===== src/rtl/mp_pwr_chg_pkg.sv =====
// Shared encodings and defaults for the per-lane power-state change sequencer.
package mp_pwr_chg_pkg;

  localparam int CNT_W       = 12;
  localparam int ACK_TMO_DEF = 2000;
  localparam int MIN_GAP_DEF = 8;

  localparam logic [1:0] P0 = 2'b00;
  localparam logic [1:0] P1 = 2'b01;
  localparam logic [1:0] P2 = 2'b10;
  localparam logic [1:0] P3 = 2'b11;

  typedef enum logic [2:0] {
    ST_STARTUP   = 3'd0,
    ST_IDLE      = 3'd1,
    ST_WAIT_ACK1 = 3'd2,
    ST_WAIT_ACK0 = 3'd3,
    ST_GAP       = 3'd4
  } state_t;

endpackage


===== src/rtl/mp_pwr_chg_cnt.sv =====
// Loadable saturating down-counter; tc is high for the one cycle the count sits at 1.
module mp_pwr_chg_cnt
  import mp_pwr_chg_pkg::*;
(
  input  logic             psm_clk,
  input  logic             psm_rst_n,
  input  logic             load,
  input  logic [CNT_W-1:0] load_val,
  output logic             tc
);

  logic [CNT_W-1:0] cnt;

  // NOTE: sequential state is written with non-blocking assignments so every
  // flop samples pre-edge values regardless of block ordering.
  always_ff @(posedge psm_clk or negedge psm_rst_n) begin
    if (!psm_rst_n) begin
      cnt <= '0;
    end else if (load) begin
      cnt <= load_val;
    end else if (cnt != '0) begin
      cnt <= cnt - CNT_W'(1);
    end
  end

  assign tc = (cnt == CNT_W'(1));

endmodule


===== src/rtl/mp_pwr_chg_ctrl_usb4.sv =====
// Per-lane PowerDown change sequencer running a four-phase req/ack with analog.
// Optional ack timeout is enabled by defining MP_PWR_CHG_ACK_TMO_EN.
module mp_pwr_chg_ctrl_usb4
  import mp_pwr_chg_pkg::*;
#(
  parameter int         ACK_TMO = ACK_TMO_DEF,
  parameter int         MIN_GAP = MIN_GAP_DEF,
  parameter logic [1:0] PD_RST  = P2
) (
  input  logic       psm_clk,
  input  logic       psm_rst_n,
  input  logic [1:0] pipe_powerdown,
  input  logic       lane_startup_done,
  input  logic       ana_pd_ack,
  output logic [1:0] ana_pd_req,
  output logic       ana_pd_req_vld,
  output logic [1:0] cur_pd,
  output logic       pwr_chg_busy,
  output logic       pwr_chg_done,
  output logic       ack_tmo_err
);

  localparam logic [CNT_W-1:0] GAP_LD = CNT_W'(MIN_GAP);

  state_t state;
  logic   gap_load;
  logic   gap_tc;
  logic   tmo_hit;

`ifdef MP_PWR_CHG_ACK_TMO_EN
  localparam logic [CNT_W-1:0] TMO_LD = CNT_W'(ACK_TMO);
  logic tmo_load;
  logic tmo_tc;

  // Restart the ack timer whenever a WAIT state is entered.
  assign tmo_load = ((state == ST_IDLE) && (pipe_powerdown != cur_pd)) ||
                    ((state == ST_WAIT_ACK1) && ana_pd_ack);

  mp_pwr_chg_cnt u_tmo_cnt (
    .psm_clk   (psm_clk),
    .psm_rst_n (psm_rst_n),
    .load      (tmo_load),
    .load_val  (TMO_LD),
    .tc        (tmo_tc)
  );

  assign tmo_hit = tmo_tc;
`else
  assign tmo_hit = 1'b0;
`endif

  // Gap timer starts on every pwr_chg_done edge (startup assert or completion).
  assign gap_load = ((state == ST_STARTUP) && lane_startup_done) ||
                    ((state == ST_WAIT_ACK1) && !ana_pd_ack && tmo_hit) ||
                    ((state == ST_WAIT_ACK0) && (!ana_pd_ack || tmo_hit));

  mp_pwr_chg_cnt u_gap_cnt (
    .psm_clk   (psm_clk),
    .psm_rst_n (psm_rst_n),
    .load      (gap_load),
    .load_val  (GAP_LD),
    .tc        (gap_tc)
  );

  // NOTE: the asynchronous reset clears the request valid immediately, so the
  // analog side never sees a stale request while the lane is held in reset.
  always_ff @(posedge psm_clk or negedge psm_rst_n) begin
    if (!psm_rst_n) begin
      state          <= ST_STARTUP;
      ana_pd_req     <= PD_RST;
      ana_pd_req_vld <= 1'b0;
      cur_pd         <= PD_RST;
      pwr_chg_busy   <= 1'b0;
      pwr_chg_done   <= 1'b0;
      ack_tmo_err    <= 1'b0;
    end else begin
      case (state)
        ST_STARTUP: begin
          cur_pd     <= pipe_powerdown;
          ana_pd_req <= pipe_powerdown;
          if (lane_startup_done) begin
            pwr_chg_done <= 1'b1;
            state        <= ST_GAP;
          end
        end
        ST_IDLE: begin
          if (pipe_powerdown != cur_pd) begin
            ana_pd_req     <= pipe_powerdown;
            ana_pd_req_vld <= 1'b1;
            pwr_chg_busy   <= 1'b1;
            state          <= ST_WAIT_ACK1;
          end
        end
        ST_WAIT_ACK1: begin
          if (ana_pd_ack) begin
            ana_pd_req_vld <= 1'b0;
            state          <= ST_WAIT_ACK0;
          end else if (tmo_hit) begin
            ack_tmo_err    <= 1'b1;
            ana_pd_req_vld <= 1'b0;
            cur_pd         <= ana_pd_req;
            pwr_chg_done   <= ~pwr_chg_done;
            state          <= ST_GAP;
          end
        end
        ST_WAIT_ACK0: begin
          if (!ana_pd_ack || tmo_hit) begin
            // A genuine ack release wins over a coincident timeout.
            if (ana_pd_ack) begin
              ack_tmo_err <= 1'b1;
            end
            ana_pd_req_vld <= 1'b0;
            cur_pd         <= ana_pd_req;
            pwr_chg_done   <= ~pwr_chg_done;
            state          <= ST_GAP;
          end
        end
        ST_GAP: begin
          if (gap_tc) begin
            pwr_chg_busy <= 1'b0;
            state        <= ST_IDLE;
          end
        end
        default: begin
          state <= ST_STARTUP;
        end
      endcase
    end
  end

endmodule


===== config.mk =====
export PLATFORM = sky130hd
export DESIGN_NAME = mp_pwr_chg_ctrl_usb4
export DESIGN_NICKNAME = d
export VERILOG_FILES = /design/src/rtl/mp_pwr_chg_pkg.sv /design/src/rtl/mp_pwr_chg_cnt.sv /design/src/rtl/mp_pwr_chg_ctrl_usb4.sv
export SDC_FILE = /design/constraint.sdc
export NUM_CORES = 1
export LEC_CHECK = 0
export CAP_MARGIN = 20
export CORE_AREA = 2 2 52 54
export CTS_CLUSTER_SIZE = 24
export DETAILED_ROUTE_END_ITERATION = 16
export DIE_AREA = 0 0 54 56
export HOLD_SLACK_MARGIN = 0.05
export PLACE_DENSITY = 0.76
export SLEW_MARGIN = 20
export SYNTH_ARGS = -nofsm -noshare
export SYNTH_HDL_FRONTEND = slang
export SYNTH_SLANG_ARGS = --single-unit
export TNS_END_PERCENT = 5

===== constraint.sdc =====
create_clock -name psm_clk -period 5.1 [get_ports psm_clk]
set_input_delay 0.51 -clock psm_clk [delete_from_list [all_inputs] [get_ports psm_clk]]
set_output_delay 0.51 -clock psm_clk [all_outputs]
set_load 0.005 [all_outputs]

# --- After elaboration in Yosys (flattened, before gate mapping) ---
# Index checks and enable logic that the tools add are counted.
# W data, S select, Z words.
classes:
  bitwise_logic: 1
  mux: 21
  eq_ne: 11
  add_sub_neg: 1
  n_reduce_logical: 17
op_table:
  columns: ["operator", "count"]
  rows:
  - ["$mux W12", 2]
  - ["$mux W3", 5]
  - ["$pmux W3 S5", 1]
  - ["$eq A12 B1 Y1 const B", 1]
  - ["$reduce_bool A12 Y1", 1]
  - ["$sub A12 B1 Y12 const B", 1]
  - ["$ne A2 B2 Y1 const B", 5]
  - ["$pmux W2 S2", 2]
  - ["$reduce_bool A2 Y1", 4]
  - ["$eq A3 B2 Y1 const B", 2]
  - ["$mux W1", 6]
  - ["$reduce_and A3 Y1", 2]
  - ["$reduce_and A5 Y1", 1]
  - ["$mux W2", 2]
  - ["$pmux W1 S2", 2]
  - ["$reduce_and A2 Y1", 2]
  - ["$reduce_and A4 Y1", 1]
  - ["$eq A3 B1 Y1 const B", 1]
  - ["$eq A3 B3 Y1 const B", 1]
  - ["$logic_not A3 Y1", 1]
  - ["$pmux W1 S3", 1]
  - ["$reduce_bool A3 Y1", 1]
  - ["$logic_and A1 B1 Y1", 2]
  - ["$ne A2 B2 Y1", 1]
  - ["other kinds (3)", 3]
word_totals:
  reg_bits: 22

# --- Longest topological paths before layout ---
depth:
  word_depth: 4
  mapped_depth: 6
  ltp_nobuf: 6

# --- Hierarchy ---
# A second synthesis with hierarchy kept.
unflattened:
  hier_cells: 132
  area_unflattened_um2: 1302.5
modules_own_cells:
  columns: ["mod", "n_inst", "seq_area_each_um2", "cells_per_inst", "area_each_um2"]
  rows:
  - ["mp_pwr_chg_cnt", 1, 300.3, 78, 742.0]
  - ["mp_pwr_chg_ctrl_usb4", 1, 252.7, 54, 560.5]

# --- Worst setup path after synthesis ---
# Ideal clock, no wire load.
synth_timing:
  kind: "register to register"
  start: "register u_gap_cnt.cnt[0]"
  end: "register u_gap_cnt.cnt[10]"
  path_slack_ns: 3.277
  path_buffers: 0
  t_arrival_ns: 1.704
  period_less_slack_ns: 1.823
  path_stages_with_launch: 7
  path_cell_list: "dfrtp_1 -> inv_1 -> ha_1 -> or3b_1 -> a2111oi_1 -> xnor2_1 -> nor2_2"
synth_between:
  elab_chain_cells: 3
synth_rtl:
  columns: ["element", "line_no", "text"]
  rows:
  - ["from (decl)", "mp_pwr_chg_cnt.sv:12", "logic [CNT_W-1:0] cnt;"]
  - ["from (signal assigned)", "mp_pwr_chg_cnt.sv:20", "cnt <= load_val;"]
  - ["from (signal assigned)", "mp_pwr_chg_cnt.sv:22", "cnt <= cnt - CNT_W'(1);"]
  - ["$sub A12 B1 Y12", "mp_pwr_chg_cnt.sv:22", null]
  - ["$mux W12", "mp_pwr_chg_cnt.sv:21", "end else if (cnt != '0) begin"]
  - ["$mux W12", "mp_pwr_chg_cnt.sv:19", "end else if (load) begin"]
# Parallel ways exist; a longest one is shown, timed or not. The select of a mux whose other input is x is not followed.
# A chain may end at the register's enable or synchronous reset.

# --- Worst setup path after layout ---
layout_timing:
  start: "input port lane_startup_done"
  end: "register u_gap_cnt.cnt[5]"
layout_between:
  elab_chain_cells: 3
layout_rtl:
  columns: ["element", "line_no", "text"]
  rows:
  - ["from (decl)", "mp_pwr_chg_ctrl_usb4.sv:13", "input logic lane_startup_done,"]
  - ["$logic_and A1 B1 Y1 *", "mp_pwr_chg_ctrl_usb4.sv:53", "assign gap_load = ((state == ST_STARTUP) && lane_startup_done) ||"]
  - ["$logic_or A1 B1 Y1 *", "mp_pwr_chg_ctrl_usb4.sv:54", "((state == ST_WAIT_ACK1) && !ana_pd_ack && tmo_hit) ||"]
  - ["$mux W12 / $reduce_bool A2 Y1 (equally long branches)", null, null]
# Every way passes the cells marked *; elsewhere a longest branch is shown, timed or not.

==> impl_metrics.py <==
metrics = {
    "sta": {
        "fin_setup_tns_ns": 0,
        "fin_skew_ns": 0.00652,
        "hold_violations": 0,
        "min_period_over_period_pct": 43.8,
        "fmaxAchievable_mhz": 448,
        "slew_headroom_pct": 39.0,
        "period_needed_ns": 2.23,
        "layout_setup_ws_ns": 2.87,
        "rsz0062_at_grt": "no",
        "worst_pin_slew_ns": 0.915,
        "finalSetupViolations": 0,
        "drv_slew": 0,
    },
    "yosys": {
        "ys_types": 47,
        "synthCells": 128,
        "synth_largest_area_cell": "dfrtp_1",
        "seq_area_frac_synth_pct": 43.1,
        "ys_ff_latch": 22,
        "netlist_area_sq_mm": 0.00128,
        "yosysWarningCount": 0,
        "synth_edf_count": 0,
        "async_reset_ff_share_pct": 100,
        "synth_area_leaders": "dfrtp_1, xnor2_1, nor2_1",
        "synthFlopType": "dfrtp_1",
        "syn_avg_cell_area_sq_um": 10.0,
        "syn_nets": 137,
        "yosysTopAreaCellShare_pct": 39.0,
    },
    "cells_and_area": {
        "layout-drive-gt1-share_pct": 11.6,
        "register_area_sq_um": 553,
        "fillCellCount": 218,
        "layout_commonest_cell": "dfrtp_1",
        "nNetsFinal": 148,
        "area_growth_pct": 13.8,
        "layout_common_cells": "dfrtp_1, nor2_1, clkdlybuf4s50_1, a21oi_1, xnor2_1",
        "antennaDiodeCount": 0,
        "multi_input_area_sq_um": 666,
    },
    "placement": {
        "gp_congestion": 0.815,
        "post-place-ws_ns": 2.52,
        "dpl.hpwl_um": 1840,
        "port_buffers": 12,
    },
    "critical_path": {
        "cp.arrival_ns": 2.45,
        "cpPeakStageDelay_ns": 0.74,
        "required_ns": 5.32,
        "crit_type": "in2reg",
        "critPathSlowestCell": "a21oi_1",
        "cp-end-kind": "flip-flop",
        "path_max_fanout": 11,
        "cp-start-kind": "primary input",
        "path_cells": "clkdlybuf4s50_1, or3b_1, a21oi_1, nor2_1, a31o_1",
    },
    "grt": {
        "grt_max_degree": 23,
        "antenna_found_initial": 0,
        "grt_usage_pct": 19.1,
        "grt_pass1_vias": 972,
        "grt_overflow": 0,
        "grt_pass1_wl_um": 4320,
    },
    "pwr": {
        "vdd_drop_max_mv": 0.343,
        "power_density_mw_per_mm2": 542,
        "swShare_pct": 38.4,
        "sequentialPowerShare_pct": 41.7,
        "switchingPower_w": 0.000303,
        "combPwrFrac_pct": 41.2,
        "finalPower_w": 0.000791,
        "leakage_nw": 0.571,
        "p_int_w": 0.000487,
        "pwr-share-clk_pct": 17.1,
    },
    "die": {
        "die_y_um": 56,
        "num_rows": 18,
        "core_area_sq_mm": 0.00243,
        "start_util_pct": 52.7,
        "dieWidth_um": 54,
        "io_pins": 14,
        "dieArea_sq_mm": 0.00302,
    },
    "clocking": {
        "ctsResizeCount": 0,
        "cts_tree": "yes",
        "cts.path.max_buffers": 2,
        "cts.htree.levels": 1,
        "clkSinkCount": 22,
        "clk_latency_ns": 0.32,
        "cts_setup_buffers": 0,
        "holdBufCountCts": 0,
        "cts_made_buffers": 3,
        "root_buffer": "clkbuf_4",
        "cts.reportedPaths.clkPinSlew_ns": 0.13,
    },
    "routing": {
        "ant_nets": 0,
        "routedWlPerCell_um": 15.0,
        "routed_wl_um": 2520,
        "vias": 1015,
        "drt-initial-drc-count": 18,
        "vias_per_cell": 6.04,
        "first_pass_iters": 4,
        "drc": 0,
    },
    "flow_run": {
        "drv_cap": 0,
    },
    "hold_path": {
        "worstHoldPathType": "in2async",
    },
    "outcome": {
        "status": "finished clean",
    },
}
## registers in the layout (all words and copies together), names as in the netlist
name,cells
state,3
ana_pd_req_vld,1
ana_pd_req,2
pwr_chg_done,1
u_gap_cnt.cnt,12
cur_pd,2
pwr_chg_busy,1
## per-layer routing
layer	global-route usage, %	share of wire [%]
met1	24.6	44
met2	30.1	51
met3	3.76	3.5
met4	8.57	1.6
met5	0	0
## per-stage QoR
step           utilization (%)  area (sq um)  hold slack, ns  cells
2_1_floorplan                -          1280           0.214    128
3_3_place_gp              57.2          1390           0.492    163
3_5_place_dp              57.2          1390           0.509    163
4_1_cts                   59.4          1440           0.540    167
5_1_grt                   60.0          1460           0.533    168
6_report                  60.0          1460           0.523    168
## cells in the mapped netlist (2+ instances only)
master and number:
a2111oi_1 2, a211oi_1 2, a21oi_1 10, clkbuf_1 3, dfrtp_1 20, dfstp_2 2
ha_1 3, inv_1 4, mux2_2 2, nand2_1 3, nand2b_1 2, nand3b_1 3
nand4_1 2, nor2_1 16, nor2_2 2, o211ai_1 2, o21a_1 2, o21ai_0 5
o22ai_1 3, o31ai_1 2, or2_2 2, or3_1 2, or3b_1 2, or4_1 2
xnor2_1 8
## cells by family after synthesis
logic type	after synthesis	synth area share [%]
buf+inv	11	4.97
xor+xnor	9	6.15
mux	2	1.76
fa+ha+maj	3	2.93
simple gates	44	20.5
flops	22	43.1
compound gates	36	20.3
other cells	1	0.292
## power groups by stage
stage	Combinational (W)	Clock, W	Sequential, W
after floorplan	0.000248	0	0.000310
after CTS	0.000325	0.000137	0.000329
final	0.000326	0.000135	0.000330
after global routing	0.000363	0.000147	0.000341
after global placement	0.000315	0	0.000325
after detailed placement	0.000324	0	0.000332
## critical path: cells and delay by family
family | cells | cell delay [ns]
simple gates | 2 | 0.46
buf+inv | 1 | 0.50
compound gates | 2 | 0.98
## area by class of cell
cell class	instances	area share [%]
multi-input cells	95	45.6
flip-flops and latches	22	37.9
repair buffers	13	9.26
well taps	30	2.57
clock inverters	1	2.06
clock buffers	3	1.54
inverters	4	1.03
## final timing paths
kind | startpoint | slack, ns | endpoint | cells past startpoint
hold / removal | psm_rst_n | 0.52 | ana_pd_req_vld | 1
setup / recovery | lane_startup_done | 2.87 | u_gap_cnt.cnt[5] | 5
max in group asynchronous | psm_rst_n | 4.03 | ana_pd_req[1] | 2
min in group psm_clk | ana_pd_req_vld | 0.54 | ana_pd_req_vld | 2
setup reg to reg | u_gap_cnt.cnt[0] | 2.97 | u_gap_cnt.cnt[8] | 6
hold reg to reg | ana_pd_req_vld | 0.54 | ana_pd_req_vld | 2
(Power assumes the default switching activity.)
